===== src/rtl/wb_arbiter_pkg.sv =====
// Shared widths, constants and result-entry helpers for the writeback stage.
// An entry is {we, waddr, wdata}: the same layout for LSU, EXU and FIFO slots.
package wb_arbiter_pkg;

   localparam int REG_BUS      = 32;
   localparam int REG_ADDR_BUS = 5;
   localparam int REG_NUM_ARCH = 32;

   localparam logic ENABLE  = 1'b1;
   localparam logic DISABLE = 1'b0;

   localparam logic [REG_ADDR_BUS-1:0] ZERO_REG  = '0;
   localparam logic [REG_BUS-1:0]      ZERO_WORD = '0;

   localparam int ENTRY_W = 1 + REG_ADDR_BUS + REG_BUS;

   function automatic logic [ENTRY_W-1:0] pack_entry(input logic                    we,
                                                     input logic [REG_ADDR_BUS-1:0] waddr,
                                                     input logic [REG_BUS-1:0]      wdata);
      return {we, waddr, wdata};
   endfunction

   function automatic logic [REG_ADDR_BUS-1:0] entry_addr(input logic [ENTRY_W-1:0] e);
      return e[REG_BUS +: REG_ADDR_BUS];
   endfunction

   function automatic logic [REG_BUS-1:0] entry_data(input logic [ENTRY_W-1:0] e);
      return e[REG_BUS-1:0];
   endfunction

   // Writes to x0 or results flagged no-write are consumed silently.
   function automatic logic entry_writes(input logic [ENTRY_W-1:0] e);
      return e[ENTRY_W-1] && (entry_addr(e) != ZERO_REG);
   endfunction

endpackage


===== src/rtl/wb_arbiter_if.sv =====
// Writeback bundle: IDU issue/hazard port, EXU and LSU result channels, regfile write port.
// slave is the arbiter's view; master is the view of the surrounding pipeline.
interface wb_arbiter_if;
   import wb_arbiter_pkg::*;

   logic                    issue_valid_i;
   logic                    issue_we_i;
   logic [REG_ADDR_BUS-1:0] issue_waddr_i;
   logic [REG_ADDR_BUS-1:0] raddr1_i;
   logic [REG_ADDR_BUS-1:0] raddr2_i;
   logic                    stall_o;

   logic                    exu_valid_i;
   logic                    exu_ready_o;
   logic                    exu_we_i;
   logic [REG_ADDR_BUS-1:0] exu_waddr_i;
   logic [REG_BUS-1:0]      exu_wdata_i;

   logic                    lsu_valid_i;
   logic                    lsu_ready_o;
   logic [REG_ADDR_BUS-1:0] lsu_waddr_i;
   logic [REG_BUS-1:0]      lsu_wdata_i;

   logic                    we_o;
   logic [REG_ADDR_BUS-1:0] waddr_o;
   logic [REG_BUS-1:0]      wdata_o;

   modport slave (
      input  issue_valid_i, issue_we_i, issue_waddr_i, raddr1_i, raddr2_i,
      output stall_o,
      input  exu_valid_i, exu_we_i, exu_waddr_i, exu_wdata_i,
      output exu_ready_o,
      input  lsu_valid_i, lsu_waddr_i, lsu_wdata_i,
      output lsu_ready_o,
      output we_o, waddr_o, wdata_o
   );

   modport master (
      output issue_valid_i, issue_we_i, issue_waddr_i, raddr1_i, raddr2_i,
      input  stall_o,
      output exu_valid_i, exu_we_i, exu_waddr_i, exu_wdata_i,
      input  exu_ready_o,
      output lsu_valid_i, lsu_waddr_i, lsu_wdata_i,
      input  lsu_ready_o,
      input  we_o, waddr_o, wdata_o
   );

endinterface


===== src/rtl/wb_arbiter_fifo.sv =====
// Synchronous first-word-fall-through FIFO buffering EXU results behind LSU writes.
// Push and pop may coincide, including when full.
module wb_arbiter_fifo #(
   parameter int WIDTH = 38,
   parameter int DEPTH = 2
) (
   input  logic             clk,
   input  logic             rst_n,
   input  logic             push,
   input  logic [WIDTH-1:0] din,
   input  logic             pop,
   output logic [WIDTH-1:0] dout,
   output logic             full,
   output logic             empty
);

   localparam int AW    = (DEPTH > 1) ? $clog2(DEPTH) : 1;
   localparam int CNT_W = AW + 1;

   logic [WIDTH-1:0] mem [DEPTH];
   logic [AW-1:0]    wr_ptr_reg;
   logic [AW-1:0]    rd_ptr_reg;
   logic [CNT_W-1:0] count_reg;
   logic             do_push;
   logic             do_pop;

   assign full  = (count_reg == CNT_W'(DEPTH));
   assign empty = (count_reg == '0);

   // A full FIFO can still accept when the head leaves in the same cycle.
   assign do_push = push && (!full || pop);
   assign do_pop  = pop && !empty;

   assign dout = mem[rd_ptr_reg];

   always_ff @(posedge clk) begin
      if (do_push) begin
         mem[wr_ptr_reg] <= din;
      end
   end

   always_ff @(posedge clk) begin
      if (!rst_n) begin
         wr_ptr_reg <= '0;
         rd_ptr_reg <= '0;
         count_reg  <= '0;
      end else begin
         if (do_push) begin
            wr_ptr_reg <= wr_ptr_reg + 1'b1;
         end
         if (do_pop) begin
            rd_ptr_reg <= rd_ptr_reg + 1'b1;
         end
         case ({do_push, do_pop})
            2'b10:   count_reg <= count_reg + 1'b1;
            2'b01:   count_reg <= count_reg - 1'b1;
            default: count_reg <= count_reg;
         endcase
      end
   end

endmodule


===== src/rtl/wb_arbiter.sv =====
// Writeback arbiter: merges LSU and buffered EXU results onto the single regfile
// write port and tracks in-flight destinations so IDU can stall on RAW/WAW hazards.
module wb_arbiter
   import wb_arbiter_pkg::*;
#(
   parameter int FIFO_DEPTH = 2,
   parameter int REG_NUM    = REG_NUM_ARCH
) (
   input  logic         clk,
   input  logic         rst_n,
   wb_arbiter_if.slave  bus
);

   logic [ENTRY_W-1:0]      exu_entry;
   logic [ENTRY_W-1:0]      lsu_entry;
   logic [ENTRY_W-1:0]      fifo_head;
   logic [ENTRY_W-1:0]      grant_entry;
   logic                    grant_valid;
   logic                    fifo_full;
   logic                    fifo_empty;
   logic                    fifo_push;
   logic                    fifo_pop;
   logic                    exu_bypass;

   logic                    we_reg;
   logic [REG_ADDR_BUS-1:0] waddr_reg;
   logic [REG_BUS-1:0]      wdata_reg;

   logic [REG_NUM-1:0]      sb_reg;
   logic [REG_NUM-1:0]      sb_next;
   logic [REG_NUM-1:0]      hz_vec;
   logic                    stall;
   logic                    issue_write;

   assign exu_entry = pack_entry(bus.exu_we_i, bus.exu_waddr_i, bus.exu_wdata_i);
   assign lsu_entry = pack_entry(ENABLE, bus.lsu_waddr_i, bus.lsu_wdata_i);

   assign bus.exu_ready_o = !fifo_full;
   assign bus.lsu_ready_o = ENABLE;

   // EXU goes straight to the output register only when nothing older is queued.
   assign exu_bypass = bus.exu_valid_i && !bus.lsu_valid_i && fifo_empty;
   assign fifo_pop   = !bus.lsu_valid_i && !fifo_empty;
   assign fifo_push  = bus.exu_valid_i && !fifo_full && !exu_bypass;

   wb_arbiter_fifo #(
      .WIDTH (ENTRY_W),
      .DEPTH (FIFO_DEPTH)
   ) u_fifo (
      .clk   (clk),
      .rst_n (rst_n),
      .push  (fifo_push),
      .din   (exu_entry),
      .pop   (fifo_pop),
      .dout  (fifo_head),
      .full  (fifo_full),
      .empty (fifo_empty)
   );

   always_comb begin
      grant_valid = DISABLE;
      grant_entry = '0;
      if (bus.lsu_valid_i) begin
         grant_valid = ENABLE;
         grant_entry = lsu_entry;
      end else if (!fifo_empty) begin
         grant_valid = ENABLE;
         grant_entry = fifo_head;
      end else if (bus.exu_valid_i) begin
         grant_valid = ENABLE;
         grant_entry = exu_entry;
      end
   end

   always_ff @(posedge clk) begin
      if (!rst_n) begin
         we_reg    <= DISABLE;
         waddr_reg <= ZERO_REG;
         wdata_reg <= ZERO_WORD;
      end else if (grant_valid) begin
         we_reg    <= entry_writes(grant_entry);
         waddr_reg <= entry_addr(grant_entry);
         wdata_reg <= entry_data(grant_entry);
      end else begin
         we_reg    <= DISABLE;
      end
   end

   assign bus.we_o    = we_reg;
   assign bus.waddr_o = waddr_reg;
   assign bus.wdata_o = wdata_reg;

   assign issue_write = bus.issue_valid_i && bus.issue_we_i && !stall;

   // A register being written this cycle is not a hazard: the regfile forwards it.
   // Issue set takes precedence over retire clear for the same register.
   for (genvar gi = 0; gi < REG_NUM; gi++) begin : g_sb
      if (gi == 0) begin : g_zero
         assign hz_vec[gi]  = 1'b0;
         assign sb_next[gi] = 1'b0;
      end else begin : g_reg
         logic hit_wr;
         logic hit_set;
         assign hit_wr      = we_reg && (waddr_reg == REG_ADDR_BUS'(gi));
         assign hit_set     = issue_write && (bus.issue_waddr_i == REG_ADDR_BUS'(gi));
         assign hz_vec[gi]  = sb_reg[gi] && !hit_wr;
         assign sb_next[gi] = hit_set ? 1'b1 : (hit_wr ? 1'b0 : sb_reg[gi]);
      end
   end

   assign stall = bus.issue_valid_i &&
                  (hz_vec[bus.raddr1_i] || hz_vec[bus.raddr2_i] ||
                   (bus.issue_we_i && hz_vec[bus.issue_waddr_i]));
   assign bus.stall_o = stall;

   always_ff @(posedge clk) begin
      if (!rst_n) begin
         sb_reg <= '0;
      end else begin
         sb_reg <= sb_next;
      end
   end

   wb_write_pending: assert property (@(posedge clk) disable iff (!rst_n)
      we_reg |-> sb_reg[waddr_reg]);

   wb_exu_hold: assert property (@(posedge clk) disable iff (!rst_n)
      (bus.exu_valid_i && !bus.exu_ready_o) |=>
         (!bus.exu_valid_i || $stable({bus.exu_we_i, bus.exu_waddr_i, bus.exu_wdata_i})));

endmodule


===== src/flat_wrapper.sv =====
// flat-port wrapper written by rule: the top's interface ports become plain ports
module wb_arbiter_flat import wb_arbiter_pkg::*;
#(
   parameter int FIFO_DEPTH = 2,
   parameter int REG_NUM    = REG_NUM_ARCH
)
  (clk, rst_n, bus_issue_valid_i, bus_issue_we_i, bus_issue_waddr_i, bus_raddr1_i, bus_raddr2_i, bus_stall_o, bus_exu_valid_i, bus_exu_we_i, bus_exu_waddr_i, bus_exu_wdata_i, bus_exu_ready_o, bus_lsu_valid_i, bus_lsu_waddr_i, bus_lsu_wdata_i, bus_lsu_ready_o, bus_we_o, bus_waddr_o, bus_wdata_o);
  wb_arbiter_if bus_i ();
  input  logic clk;
  input  logic rst_n;
  input wire logic [$bits(bus_i.issue_valid_i)-1:0] bus_issue_valid_i;
  input wire logic [$bits(bus_i.issue_we_i)-1:0] bus_issue_we_i;
  input wire logic [$bits(bus_i.issue_waddr_i)-1:0] bus_issue_waddr_i;
  input wire logic [$bits(bus_i.raddr1_i)-1:0] bus_raddr1_i;
  input wire logic [$bits(bus_i.raddr2_i)-1:0] bus_raddr2_i;
  output wire logic [$bits(bus_i.stall_o)-1:0] bus_stall_o;
  input wire logic [$bits(bus_i.exu_valid_i)-1:0] bus_exu_valid_i;
  input wire logic [$bits(bus_i.exu_we_i)-1:0] bus_exu_we_i;
  input wire logic [$bits(bus_i.exu_waddr_i)-1:0] bus_exu_waddr_i;
  input wire logic [$bits(bus_i.exu_wdata_i)-1:0] bus_exu_wdata_i;
  output wire logic [$bits(bus_i.exu_ready_o)-1:0] bus_exu_ready_o;
  input wire logic [$bits(bus_i.lsu_valid_i)-1:0] bus_lsu_valid_i;
  input wire logic [$bits(bus_i.lsu_waddr_i)-1:0] bus_lsu_waddr_i;
  input wire logic [$bits(bus_i.lsu_wdata_i)-1:0] bus_lsu_wdata_i;
  output wire logic [$bits(bus_i.lsu_ready_o)-1:0] bus_lsu_ready_o;
  output wire logic [$bits(bus_i.we_o)-1:0] bus_we_o;
  output wire logic [$bits(bus_i.waddr_o)-1:0] bus_waddr_o;
  output wire logic [$bits(bus_i.wdata_o)-1:0] bus_wdata_o;
  assign bus_i.issue_valid_i = bus_issue_valid_i;
  assign bus_i.issue_we_i = bus_issue_we_i;
  assign bus_i.issue_waddr_i = bus_issue_waddr_i;
  assign bus_i.raddr1_i = bus_raddr1_i;
  assign bus_i.raddr2_i = bus_raddr2_i;
  assign bus_stall_o = bus_i.stall_o;
  assign bus_i.exu_valid_i = bus_exu_valid_i;
  assign bus_i.exu_we_i = bus_exu_we_i;
  assign bus_i.exu_waddr_i = bus_exu_waddr_i;
  assign bus_i.exu_wdata_i = bus_exu_wdata_i;
  assign bus_exu_ready_o = bus_i.exu_ready_o;
  assign bus_i.lsu_valid_i = bus_lsu_valid_i;
  assign bus_i.lsu_waddr_i = bus_lsu_waddr_i;
  assign bus_i.lsu_wdata_i = bus_lsu_wdata_i;
  assign bus_lsu_ready_o = bus_i.lsu_ready_o;
  assign bus_we_o = bus_i.we_o;
  assign bus_waddr_o = bus_i.waddr_o;
  assign bus_wdata_o = bus_i.wdata_o;
  wb_arbiter #(.FIFO_DEPTH(FIFO_DEPTH), .REG_NUM(REG_NUM)) u_core (.clk(clk), .rst_n(rst_n), .bus(bus_i));
endmodule

===== config.mk =====
export PLATFORM = sky130hd
export DESIGN_NAME = wb_arbiter_flat
export DESIGN_NICKNAME = d
export VERILOG_FILES = /design/src/rtl/wb_arbiter_pkg.sv /design/src/rtl/wb_arbiter_if.sv /design/src/rtl/wb_arbiter_fifo.sv /design/src/rtl/wb_arbiter.sv /design/src/flat_wrapper.sv
export SDC_FILE = /design/constraint.sdc
export NUM_CORES = 1
export LEC_CHECK = 0
export ABC_AREA = 1
export CAP_MARGIN = 20
export CORE_MARGIN = 8
export CORE_UTILIZATION = 51
export CTS_CLUSTER_DIAMETER = 150
export CTS_CLUSTER_SIZE = 20
export DETAILED_ROUTE_END_ITERATION = 12
export GPL_ROUTABILITY_DRIVEN = 0
export HOLD_SLACK_MARGIN = 0.12
export PLACE_DENSITY_LB_ADDON = 0.12
export SYNTH_ARGS = -nofsm -noshare
export SYNTH_HDL_FRONTEND = slang
export SYNTH_SLANG_ARGS = --single-unit
export TNS_END_PERCENT = 30

===== constraint.sdc =====
create_clock -name clk -period 4 [get_ports clk]
set_input_delay 1 -clock clk [delete_from_list [all_inputs] [get_ports clk]]
set_output_delay 1 -clock clk [all_outputs]
set_load 0.02 [all_outputs]

==> metrics <==
Die Ht approximately 140 um; Syn Inst Count 970; Mapped Nets 1067; Synth Area in Adders 0.001636; worst path required time around 3000 ps; post-synthesis compound-gate area fraction 0.1096; Clock transition at path regs ~60 ps; register area share after synthesis 0.4921; worst vdd ir 326.4 uV; Initial Utilization 0.5242; WL met1 9480 um; Pint around 3.3 mW; Synth Area in XOR/XNOR 0; Synth Cell Area approximately 0.0076 mm2; ANT cells 0; routed vias/inst around 5.7; final hold vios 0; P_sw approximately 1.5 mW; Synth Area in Simple Gates 0.3174; remaining antenna violation count 0; Routed WL 23300 um; Clock Tree Buf Depth 2; clk_lat worst skew between 400 and 500 ps; number of synthesized flops with an enable pin 76; Worst setup EP type primary output; routed len/inst 17.77 um; sequential fraction of design power 0.391; Worst path slowest cell clkdlybuf4s50_1; Leak Pwr 3.938 nW; Final nets about 1200; post-synthesis area per instance 7.884 um2; min-delay src u_core.u_fifo.rd_ptr_reg; GR Overflow Total 0; Core Area 0.01459 mm2; largest family of logic cells by synthesized area simple AND/OR/NAND/NOR gates; RSZ-0062 raised after global routing false; Crit. Startpoint bus_raddr1_i[0]; status finished clean; share of post-route cells with drive strength above 1 0.08518; total iterations of the first detailed-routing run 7; CTS buffer count 17; crit path DAT 2830 ps; Cell Chain, Critical Path clkdlybuf4s50_1, inv_1, buf_12, nand3_1, nand3_1, nand3_1, nand3_1, nand2_1, nand2_2, a21oi_4, nand2_1, nand2_1, inv_1, clkbuf_2; CTS H-tree lvls 4; critical path class in2out; initial DRC count 785; Rel. slew slack 0.4039; Sw Ratio 0.3119; hpwl dp 16180 um; power share of the clock group 0.346; HP Class reg2reg; ys flop type edfxtp_1; vias in the first global route 7076; mux cell area share after synthesis 0; Hold Slack 456.6 ps; DRC Markers 0; flop and latch count out of synthesis 150; largest net degree at the start of global routing 57; Synth Warn # 0; max FFs per register 76; Final Max Slew Viols 0; leading area contributor after synthesis edfxtp_1; CTS Hold Bufs 0; port bufs 135; Synth top area share 0.2984; CP Max Fanout 5; PD cells 487.1 mW/mm2; P&R area growth vs syn 29.71%; final worst path period share 0.9586; CTS Root Cell clkbuf_16; CP peak stage delay 480 ps; r2r startpoint u_core.bus.waddr_o[3]; top routing layer in use met4; GRT Overall Usage 0.2379; wire length on met2 10650 um; FP Rows 44; combinational share of power 0.263; clk_skew 8.453 ps; detailed-route via count 7441; initial antenna violation count 0; Final Setup Violations 0; worst slew pin tran ~890 ps; Boundary Pins 137; first-pass GRT wire length about 37000 um; Max Clk Rate 0.2608 GHz; async set or reset register ratio after synthesis 0; Worst path most repeated cell nand3_1; top cells by area, synth edfxtp_1 30%, dfxtp_1 19%, nand2_1 9.9%; Die Wd about 140 um; area of the die 0.01917 mm2; crit path time final 3835 ps; CTS tree yes; DR WL met3 2389 um; clk sinks 150; postcts setup bufs 0; Total Neg Setup Slack 0 ps; Cell variety after synth 39; max-cap viol count 0; Worst setup SP type input port
cell usage in the layout, fill, tap and decap left out, types with 2 or more instances in the layout:
| cell | instances |
|---|---|
| a21boi_0 | 2 |
| a21oi_1 | 52 |
| a31oi_1 | 3 |
| buf_12 | 2 |
| buf_4 | 45 |
| bufinv_16 | 4 |
| clkbuf_1 | 3 |
| clkbuf_16 | 17 |
| clkdlybuf4s50_1 | 133 |
| clkinv_1 | 3 |
| clkinv_2 | 4 |
| dfxtp_1 | 74 |
| edfxtp_1 | 76 |
| inv_1 | 74 |
| inv_6 | 3 |
| nand2_1 | 201 |
| nand2_2 | 3 |
| nand3_1 | 133 |
| nand3_2 | 2 |
| nand4_1 | 33 |
| nor2_1 | 141 |
| nor2_2 | 6 |
| nor2_4 | 4 |
| nor3_1 | 28 |
| o21ai_0 | 22 |
| o221ai_1 | 28 |
| o311ai_0 | 17 |
final cells by class:
cell class | instances | area (um2)
Timing Repair Buffer | 182 | 1719
Clock inverter | 12 | 175.2
Tap cell | 184 | 230.2
Clock buffer | 20 | 436.7
Inverter | 78 | 292.8
Fill cell | 1228 | 4669
Sequential cell | 150 | 3764
Multi-Input combinational cell | 685 | 3302
power by group through the flow:
stage / clock (mW) / sequential [mW] / combinational [mW]
2_1_floorplan: 0 / 2.01 / 0.651
3_3_place_gp: 0 / 1.92 / 1.25
3_5_place_dp: 0 / 1.92 / 1.27
5_1_grt: 1.74 / 1.91 / 1.39
6_report: 1.67 / 1.89 / 1.27
4_1_cts: 1.68 / 1.89 / 1.27
final timing paths:
| check | end | slack [ps] | cells past startpoint |
|---|---|---|---|
| hold / removal | u_core.u_fifo.rd_ptr_reg | 460 | 1 |
| hold reg to reg | u_core.u_fifo.rd_ptr_reg | 460 | 1 |
| setup reg to reg | u_core.sb_reg[7] | 1370 | 12 |
| setup / recovery | bus_stall_o | 170 | 14 |
through the flow:
stage               cells  instance area, um2  total power, mW  setup slack, ps    util
detailed placement   1279                9310            3.189           -198.7  0.6382
global route         1311                9920            5.042            2.471  0.6799
floorplan             970                7647            2.659            495.1       -
global placement     1279                9310            3.171           -186.3  0.6382
CTS                  1311                9921            4.845            17.14  0.6800
finish               1311                9920            4.832            165.4  0.6799
Yosys cell counts (all sizes together) (19+ instances only):
cell	n
nand2	204
nor2	151
nand3	135
edfxtp	76
inv	75
dfxtp	74
a21oi	53
clkbuf	36
nand4	33
nor3	29
o221ai	28
o21ai	22
buf	19
worst max-delay path: cells and delay by family:
| family | cells | cell delay [ps] |
|---|---|---|
| compound gates | 1 | 190 |
| buf+inv | 5 | 890 |
| simple gates | 8 | 740 |
layer usage:
| metal | vias to the layer above | global-route usage |
|---|---|---|
| met2 | 390 | 0.3608 |
| met5 | - | 0 |
| met3 | 63 | 0.08048 |
| met1 | 3359 | 0.3024 |
| met4 | 0 | 0.1024 |
| li1 | 3629 | - |
logic make-up after synthesis:
logic type / Yosys count
other cells: 1
flops: 150
fa+ha+maj: 1
compound gates: 128
buf+inv: 135
simple gates: 555
timing repair:
action                                 in CTS  in global routing
setup endpoints to repair                   1                  1
gates resized for setup                     1                  3
endpoints found under the hold margin       0                  0
(Power assumes the default switching activity.)
